<file path="src/rtl/fpu_addsub_arbiter_pkg.sv">
// rtl/fpu_addsub_arbiter_pkg.sv - shared fp16 types, flags, FSM states and helpers
package fpu_addsub_arbiter_pkg;

  typedef struct packed {
    logic       sign;
    logic [4:0] exp;
    logic [9:0] man;
  } fp16_t;

  // z: result is zero, c: mantissa carry-out (add) or operand swap/borrow (sub),
  // n: result sign, v: overflow to infinity
  typedef struct packed {
    logic z;
    logic c;
    logic n;
    logic v;
  } condCode_t;

  typedef enum logic [1:0] {
    IDLE = 2'd0,
    EXEC = 2'd1,
    RESP = 2'd2
  } arbState_t;

  localparam fp16_t FP16_QNAN = 16'h7E00;

  function automatic logic [3:0] lzc14(input logic [13:0] v);
    logic [3:0] n;
    n = 4'd14;
    for (int i = 0; i < 14; i++) begin
      if (v[i]) n = 4'(13 - i);
    end
    return n;
  endfunction

endpackage

</file>
<file path="src/rtl/fpu_addsub_arbiter_if.sv">
// rtl/fpu_addsub_arbiter_if.sv - two-requester request/response bus of the shared adder
interface fpu_addsub_arbiter_if;
  import fpu_addsub_arbiter_pkg::*;

  logic [1:0]      reqValid;
  logic [1:0]      reqReady;
  logic [1:0]      reqSub;
  fp16_t [1:0]     reqA;
  fp16_t [1:0]     reqB;
  logic [1:0]      respValid;
  logic [1:0]      respReady;
  fp16_t           respResult;
  condCode_t       respCond;
  logic            busy;

  modport master (
    output reqValid, reqSub, reqA, reqB, respReady,
    input  reqReady, respValid, respResult, respCond, busy
  );

  modport slave (
    input  reqValid, reqSub, reqA, reqB, respReady,
    output reqReady, respValid, respResult, respCond, busy
  );
endinterface

</file>
<file path="src/rtl/fpu_addsub_arbiter_addsub.sv">
// rtl/fpu_addsub_arbiter_addsub.sv - combinational fp16 add/subtract, round-to-nearest-even
module fpuAddSub16
  import fpu_addsub_arbiter_pkg::*;
(
  input  fp16_t     a,
  input  fp16_t     b,
  input  logic      sub,
  output fp16_t     result,
  output condCode_t cond
);
  logic        bSign, effSub, swap, aNan, bNan, aInf, bInf, roundUp, ovf;
  logic [10:0] ma, mb, mL, mS;
  logic [4:0]  ea, eb, eL, eS, diff;
  logic        sL;
  logic [27:0] wide;
  logic [13:0] alignL, alignS, norm;
  logic [14:0] sum;
  logic [3:0]  lz;
  logic [5:0]  expN, expR;
  logic [11:0] mant;
  logic [9:0]  manR;

  always_comb begin
    bSign  = b.sign ^ sub;
    effSub = a.sign ^ bSign;
    aNan   = (a.exp == 5'd31) && (a.man != 10'd0);
    bNan   = (b.exp == 5'd31) && (b.man != 10'd0);
    aInf   = (a.exp == 5'd31) && (a.man == 10'd0);
    bInf   = (b.exp == 5'd31) && (b.man == 10'd0);
    ma     = {a.exp != 5'd0, a.man};
    mb     = {b.exp != 5'd0, b.man};
    ea     = (a.exp == 5'd0) ? 5'd1 : a.exp;
    eb     = (b.exp == 5'd0) ? 5'd1 : b.exp;
    swap   = {eb, mb} > {ea, ma};
    eL     = swap ? eb : ea;
    eS     = swap ? ea : eb;
    mL     = swap ? mb : ma;
    mS     = swap ? ma : mb;
    sL     = swap ? bSign : a.sign;
    diff   = eL - eS;
    // guard/round bits plus a sticky bit collecting everything shifted out
    wide   = {mS, 17'b0} >> diff;
    alignS = (diff >= 5'd28) ? {13'b0, |mS} : {wide[27:15], |wide[14:0]};
    alignL = {mL, 3'b000};
    sum    = effSub ? ({1'b0, alignL} - {1'b0, alignS})
                    : ({1'b0, alignL} + {1'b0, alignS});
    lz     = lzc14(sum[13:0]);
    if (sum[14]) begin
      norm = {sum[14:2], sum[1] | sum[0]};
      expN = 6'(eL) + 6'd1;
    end else if ({1'b0, lz} < eL) begin
      norm = sum[13:0] << lz;
      expN = 6'(eL) - 6'(lz);
    end else begin
      norm = sum[13:0] << (eL - 5'd1);
      expN = 6'd0;
    end
    roundUp = norm[2] & (norm[1] | norm[0] | norm[3]);
    mant    = {1'b0, norm[13:3]} + 12'(roundUp);
    manR    = mant[9:0];
    if (mant[11])                       expR = expN + 6'd1;
    else if (expN == 6'd0 && mant[10])  expR = 6'd1;
    else                                expR = expN;
    ovf = expR >= 6'd31;

    cond.v = 1'b0;
    cond.c = 1'b0;
    if (aNan || bNan || (aInf && bInf && effSub)) begin
      result = FP16_QNAN;
    end else if (aInf) begin
      result = a;
    end else if (bInf) begin
      result = {bSign, 5'd31, 10'd0};
    end else if (sum == 15'd0) begin
      result = {effSub ? 1'b0 : a.sign, 15'd0};
    end else if (ovf) begin
      result = {sL, 5'd31, 10'd0};
      cond.v = 1'b1;
      cond.c = effSub ? swap : sum[14];
    end else begin
      result = {sL, expR[4:0], manR};
      cond.c = effSub ? swap : sum[14];
    end
    cond.z = (result.exp == 5'd0) && (result.man == 10'd0);
    cond.n = result.sign;
  end
endmodule

</file>
<file path="src/rtl/fpu_addsub_arbiter_rr.sv">
// rtl/fpu_addsub_arbiter_rr.sv - two-way round-robin grant
module fpu_rr_arbiter2 (
  input  logic [1:0] valid,
  input  logic       lastGrant,
  output logic [1:0] grant
);
  always_comb begin
    grant = 2'b00;
    case (valid)
      2'b01:   grant = 2'b01;
      2'b10:   grant = 2'b10;
      2'b11:   grant = lastGrant ? 2'b01 : 2'b10;
      default: grant = 2'b00;
    endcase
  end
endmodule

</file>
<file path="src/rtl/fpu_addsub_arbiter.sv">
// rtl/fpu_addsub_arbiter.sv - round-robin sharing of one fp16 adder between two requesters
module fpu_addsub_arbiter
  import fpu_addsub_arbiter_pkg::*;
(
  input logic                  clock,
  input logic                  reset,
  fpu_addsub_arbiter_if.slave  bus
);
  arbState_t state;
  logic      lastGrant;
  logic      owner;
  fp16_t     opA, opB;
  logic      opSub;
  fp16_t     fpuOut;
  condCode_t condCodes;
  logic [1:0] grant;
  logic [1:0] respValidQ;
  fp16_t     respResultQ;
  condCode_t respCondQ;

  fpu_rr_arbiter2 uArb (
    .valid     (bus.reqValid),
    .lastGrant (lastGrant),
    .grant     (grant)
  );

  fpuAddSub16 uFpu (
    .a      (opA),
    .b      (opB),
    .sub    (opSub),
    .result (fpuOut),
    .cond   (condCodes)
  );

  // reset is folded in so no grant is shown while reset is held
  assign bus.reqReady   = (state == IDLE && !reset) ? grant : 2'b00;
  assign bus.busy       = (state != IDLE);
  assign bus.respValid  = respValidQ;
  assign bus.respResult = respResultQ;
  assign bus.respCond   = respCondQ;

  always_ff @(posedge clock or posedge reset) begin
    if (reset) begin
      state       <= IDLE;
      lastGrant   <= 1'b1;
      owner       <= 1'b0;
      opA         <= '0;
      opB         <= '0;
      opSub       <= 1'b0;
      respValidQ  <= 2'b00;
      respResultQ <= '0;
      respCondQ   <= '0;
    end else begin
      case (state)
        IDLE: begin
          if (|grant) begin
            owner     <= grant[1];
            opA       <= bus.reqA[grant[1]];
            opB       <= bus.reqB[grant[1]];
            opSub     <= bus.reqSub[grant[1]];
            lastGrant <= grant[1];
            state     <= EXEC;
          end
        end
        EXEC: begin
          respResultQ <= fpuOut;
          respCondQ   <= condCodes;
          respValidQ  <= owner ? 2'b10 : 2'b01;
          state       <= RESP;
        end
        RESP: begin
          if (bus.respReady[owner]) begin
            respValidQ <= 2'b00;
            state      <= IDLE;
          end
        end
        default: state <= IDLE;
      endcase
    end
  end
endmodule

</file>
<file path="src/flat_wrapper.sv">
// flat-port wrapper written by rule: the top's interface ports become plain ports
module fpu_addsub_arbiter_flat import fpu_addsub_arbiter_pkg::*;
  (clock, reset, bus_reqValid, bus_reqSub, bus_reqA, bus_reqB, bus_respReady, bus_reqReady, bus_respValid, bus_respResult, bus_respCond, bus_busy);
  fpu_addsub_arbiter_if bus_i ();
  input logic clock;
  input logic reset;
  input wire logic [$bits(bus_i.reqValid)-1:0] bus_reqValid;
  input wire logic [$bits(bus_i.reqSub)-1:0] bus_reqSub;
  input wire logic [$bits(bus_i.reqA)-1:0] bus_reqA;
  input wire logic [$bits(bus_i.reqB)-1:0] bus_reqB;
  input wire logic [$bits(bus_i.respReady)-1:0] bus_respReady;
  output wire logic [$bits(bus_i.reqReady)-1:0] bus_reqReady;
  output wire logic [$bits(bus_i.respValid)-1:0] bus_respValid;
  output wire logic [$bits(bus_i.respResult)-1:0] bus_respResult;
  output wire logic [$bits(bus_i.respCond)-1:0] bus_respCond;
  output wire logic [$bits(bus_i.busy)-1:0] bus_busy;
  assign bus_i.reqValid = bus_reqValid;
  assign bus_i.reqSub = bus_reqSub;
  assign bus_i.reqA = bus_reqA;
  assign bus_i.reqB = bus_reqB;
  assign bus_i.respReady = bus_respReady;
  assign bus_reqReady = bus_i.reqReady;
  assign bus_respValid = bus_i.respValid;
  assign bus_respResult = bus_i.respResult;
  assign bus_respCond = bus_i.respCond;
  assign bus_busy = bus_i.busy;
  fpu_addsub_arbiter u_core (.clock(clock), .reset(reset), .bus(bus_i));
endmodule
</file>
<file path="config.mk">
export PLATFORM = sky130hd
export DESIGN_NAME = fpu_addsub_arbiter_flat
export DESIGN_NICKNAME = d
export VERILOG_FILES = /design/src/rtl/fpu_addsub_arbiter_pkg.sv /design/src/rtl/fpu_addsub_arbiter_if.sv /design/src/rtl/fpu_addsub_arbiter_addsub.sv /design/src/rtl/fpu_addsub_arbiter_rr.sv /design/src/rtl/fpu_addsub_arbiter.sv /design/src/flat_wrapper.sv
export SDC_FILE = /design/constraint.sdc
export NUM_CORES = 1
export LEC_CHECK = 0
export CAP_MARGIN = 30
export CORE_MARGIN = 1
export CORE_UTILIZATION = 58
export DETAILED_ROUTE_END_ITERATION = 16
export PLACE_DENSITY = 0.92
export SLEW_MARGIN = 40
export SYNTH_ARGS = -nofsm -noshare
export SYNTH_HDL_FRONTEND = slang
export SYNTH_SLANG_ARGS = --single-unit
export TNS_END_PERCENT = 1
</file>
<file path="constraint.sdc">
create_clock -name clock -period 31.1 [get_ports clock]
set_input_delay 7.775 -clock clock [delete_from_list [all_inputs] [get_ports clock]]
set_output_delay 7.775 -clock clock [all_outputs]
set_load 0.05 [all_outputs]
</file>
# == Word level (Yosys, flattened, before mapping) ==
# Cells that the tools add are included.
# word_totals
out_inout_bits,25
ff_bits,58
in_bits,72
elab_cells,143
# op_classes
order_cmp,6
muxes,61
n_eq_ne,9
n_shift,3
addsub,8
n_reduce_logical,33
n_bitwise,6
# op_table
op,count
$mux 16,8
$mux 4,13
$mux 14,3
$logic_not 10->1,3
$mux 15,2
$shr 28x5->28,1
$mux 6,4
$mux 11,2
$mux 5,4
$reduce_bool 10->1,2
$gt 16x16->1,1
$mux 1,16
$add 14x14->15,1
$logic_not 15->1,1
$logic_not 5->1,3
$reduce_or 15->1,1
$sub 14x14->15,1
$shl 14x4->14,1
$shl 14x5->14,1
$add 11x1->12,1
$mux 2,6
$pmux 2 s3,2
$reduce_or 11->1,1
$eq 5x5->1 const B,2
other kinds (26),46

# == Logic depth before layout (Yosys ltp) ==
# logic_depth
ltp_word,42
ltp_mapped,66
ltp_nobuf,60

# == Hierarchy ==
# From an unflattened synthesis, not the netlist that was laid out.
# unflattened
hier_cells,1168
area_unflattened_um2,9305.2
# by_module_without_submodules
mod,n_inst,seq_area_each_um2,area_each_um2,cells_each
fpuAddSub16,1,0.0,6485.0,988
fpu_addsub_arbiter,1,1477.7,2801.4,177
fpu_rr_arbiter2,1,0.0,18.8,3

# == Least setup slack after synthesis ==
# OpenSTA, ideal clock, no wires.
# synth_timing
path_type,input port to output port
from,input reset
to,output bus_reqReady[1]
t_required_ns,23.325
path_buffers,0
stages,2
slack_ns,13.685
arrival_time_ns,9.640
path_cell_list,inv_1 > and3_1
# synth_via
elab_chain_len,3
# synth_lines
element,line_no,rtl
start: declaration,flat_wrapper.sv:6,input logic reset;
$logic_not 1->1,fpu_addsub_arbiter.sv:36,assign bus.reqReady = (state == IDLE && !reset) ? grant : 2'b00;
$logic_and 1x1->1,fpu_addsub_arbiter.sv:36,
$mux 2,fpu_addsub_arbiter.sv:36,
end: declaration,flat_wrapper.sv:12,output wire logic [$bits(bus_i.reqReady)-1:0] bus_reqReady;
# Every way passes these cells.

# == Worst setup path after layout ==
# layout_timing
from,input bus_reqValid[1]
to,output bus_reqReady[1]
# layout_via
elab_chain_len,3
word_cells_on_any_way,5
classes_between,3 x eq/ne; 2 x mux
# layout_lines
element,line_no,rtl
start: declaration,flat_wrapper.sv:7,input wire logic [$bits(bus_i.reqValid)-1:0] bus_reqValid;
$eq 2x2->1 / $eq 2x1->1 (equally long branches),fpu_addsub_arbiter_rr.sv:9,case (valid)
$pmux 2 s3 (*),fpu_addsub_arbiter_rr.sv:9,
$mux 2 (*),fpu_addsub_arbiter.sv:36,
# Every way passes the cells marked *; elsewhere a longest branch is shown, timed or not.

==> reports/results.tsv <==
metric	value	unit
status	finished, final reports clean	
cp_top_family	buffers and inverters	
first_iter_violations	1307	
postSynth.asyncResetShare	1.000	
setup_tns	0	ns
cp_data_required_time	23.33	ns
cts_setup_buffers	0	
synth_fp_nets	1323	
slew_headroom	0.4102	
synth_top_flop_cell	dfrtp_1	
clkSlewWorstSetupHoldPaths	0.06	ns
cts_htree_levels	3	
diodes	0	
cts_tree	built	
vias	10090	
avgSynthCellArea	7.542	um2
synth_top_cell_by_area	dfrtp_1	
path_buf_inv	4	
path_max_fanout	35	
synth_cells	1200	
synth_edf_count	0	
end_kind	output port	
clock_latency	0.33	ns
slowest_delay	0.81	ns
die-area	16110	um2
numPortBuffers	96	
final_nets	1366	
yosysWarnings	0	
post-route-min-period	17.80	ns
max_freq	0.05620	GHz
wire_per_inst	20.34	um
min_period_over_period	0.5722	
syn-cell-area	9050	um2
drv_slew	0	
drv_cap	0	
start_kind	input pin	
core_region_area	15200	um2
dieHeight	126.9	um
hold_viol_final	0	
cp.arrival	10.02	ns
antenna_found_initial	0	
boundaryPins	97	
cts_sinks	58	
setup_violations	0	
worst_pin_slew	0.8800	ns
hp-class	register to register	
synthToLayoutAreaGrowth	14.57	%
crit_path_cell_trace	clkdlybuf4s50_1, inv_1, a21oi_4, buf_4, and3_1, clkdlybuf4s50_1	
cts_made_buffers	9	
die_x	126.9	um
drt-pass1-iter-count	8	
place_hpwl	21310	um
grt_pass1_wl	48050	um
cts_buffer_depth	2	
skew	0.01331	ns
synth-seq-area-share	0.1605	
antenna_left	0	
routabilityCongestion	0.9959	
grt_max_degree	69	
slowest_stage	clkdlybuf4s50_1	
root_buffer	clkbuf_16	
track_usage	0.3662	
num_rows	45	
netlist-cell-type-count	107	
post_cts_resized	0	
start_util	0.5953	
vias_per_cell	7.026	
crit_type	input pin to output port	
synth-seq-cells	58	
drc	0	
grt_pass1_vias	9589	
layout-drive-gt1-share	0.08814	
rsz0062_at_grt	no	
cts_hold_buf	0	
ys_top_cells_by_area	dfrtp_1 16%, mux2i_1 8.0%, ha_1 6.8%, a21oi_1 5.7%, nor2_1 4.6%	
cp_common_cell	clkdlybuf4s50_1	
overflow	0	
routed_wl	29210	um
synth_top_area_frac	0.1576	
cell usage after synthesis, types with 14 or more instances:
master	count
nor2_1	112
nand2_1	110
a21oi_1	103
mux2i_1	72
inv_1	67
dfrtp_1	57
o21ai_0	56
ha_1	49
nand3_1	48
clkbuf_1	43
nor3_1	29
a211oi_1	23
xnor2_1	17
nand2b_1	16
mux2_2	14
nand4_1	14
layout make-up:
class	instances	area [um2]
Timing Repair Buffer	106	1036
Clock inverter	7	101.3
Fill cell	1191	4833
Sequential cell	58	1453
Inverter	69	259.0
Multi-Input combinational cell	999	7059
Clock buffer	9	225.2
Tap cell	188	235.2
cells in the final DEF (no fill, tap or decap), types with 7 or more instances in the layout:
| cell | instances |
|---|---|
| dfrtp_1 | 57 |
| a211o_1 | 10 |
| xnor2_1 | 16 |
| nand2b_1 | 16 |
| nor4_1 | 9 |
| inv_1 | 66 |
| o21bai_1 | 8 |
| o211ai_1 | 13 |
| nand4_1 | 14 |
| a22o_1 | 11 |
| clkbuf_16 | 9 |
| o21ai_0 | 56 |
| clkdlybuf4s50_1 | 96 |
| nand3_1 | 48 |
| a21oi_1 | 102 |
| mux4_2 | 7 |
| and2_1 | 7 |
| nor3_1 | 28 |
| ha_1 | 48 |
| a21o_1 | 13 |
| o21ai_1 | 9 |
| mux2i_1 | 72 |
| nor2b_1 | 13 |
| nand2_1 | 110 |
| xor2_1 | 9 |
| nor2_1 | 110 |
| o31ai_1 | 10 |
| mux2_2 | 14 |
| o21a_1 | 7 |
| buf_4 | 10 |
| o22ai_1 | 13 |
| and3_1 | 13 |
| a31oi_1 | 13 |
| or3_1 | 11 |
| a211oi_1 | 23 |
worst register-to-register path: cells and delay by family (launching register included):
kind	cells	cell delay, ns
xor gates and xnor gates	1	0.61
muxes	2	0.80
buffers and inverters	4	0.75
DFF	1	0.58
AOI/OAI and AO/OA	19	5.37
adders and majority gates	4	1.49
and+or+nand+nor	19	5.71
metrics by stage:
stage	area [um2]	worst slack, ns	hold WS [ns]	instances	utilization
finish	10370	13.30	0.4936	1436	0.6821
global route	10370	13.24	0.5057	1436	0.6821
CTS	10330	13.31	0.4957	1436	0.6798
detailed placement	10010	13.34	0.4866	1420	0.6584
global placement	9995	13.40	0.4748	1420	0.6574
floorplan	9050	13.69	0.5006	1200	-
per-layer routing:
layer | GRT usage | routed length, um | vias up
li1 | - | - | 4604
met1 | 0.4693 | 11870 | 4737
met2 | 0.6141 | 13570 | 626
met3 | 0.04555 | 2343 | 122
met4 | 0.1716 | 1416 | 0
met5 | 0 | 0 | -
worst paths after layout:
| kind | start | end | slack, ns | depth (start not counted) |
|---|---|---|---|---|
| worst max-delay path | bus_reqValid[1] | bus_reqReady[1] | 13.30 | 6 |
| worst min-delay path | u_core.bus.respResult[4]$_DFFE_PP0P_ | u_core.bus.respResult[4]$_DFFE_PP0P_ | 0.49 | 2 |
| worst max register to register | u_core.opA[12]$_DFFE_PP0P_ | u_core.bus.respResult[3]$_DFFE_PP0P_ | 15.73 | 49 |
| worst min register to register | u_core.bus.respResult[4]$_DFFE_PP0P_ | u_core.bus.respResult[4]$_DFFE_PP0P_ | 0.49 | 2 |
| max in group asynchronous | reset | u_core.opA[1]$_DFFE_PP0P_ | 22.58 | 3 |
| min in group asynchronous | reset | u_core.opB[13]$_DFFE_PP0P_ | 8.06 | 3 |
state kept, by name, summed over array words and instances, names as in the netlist:
register               flops
u_core.opA                16
u_core.bus.respValid       2
u_core.opB                16
u_core.bus.respCond        3
u_core.state               2
u_core.opSub               1
u_core.bus.respResult     16
u_core.owner               1
u_core.lastGrant           1
cells by family (layout without fill, tap and decap cells):
logic type / count (synthesis) / after routing / share of synthesized area
AOI/OAI and AO/OA: 393 / 393 / 0.3119
xor gates and xnor gates: 28 / 28 / 0.03000
adders and majority gates: 51 / 51 / 0.07217
buffers and inverters: 143 / 191 / 0.06747
DFF: 58 / 58 / 0.1605
muxes: 95 / 95 / 0.1175
and+or+nand+nor: 432 / 432 / 0.2404
Power is not shown: default switching activity piles up to over one toggle a cycle in this logic, so the estimate is an artifact.
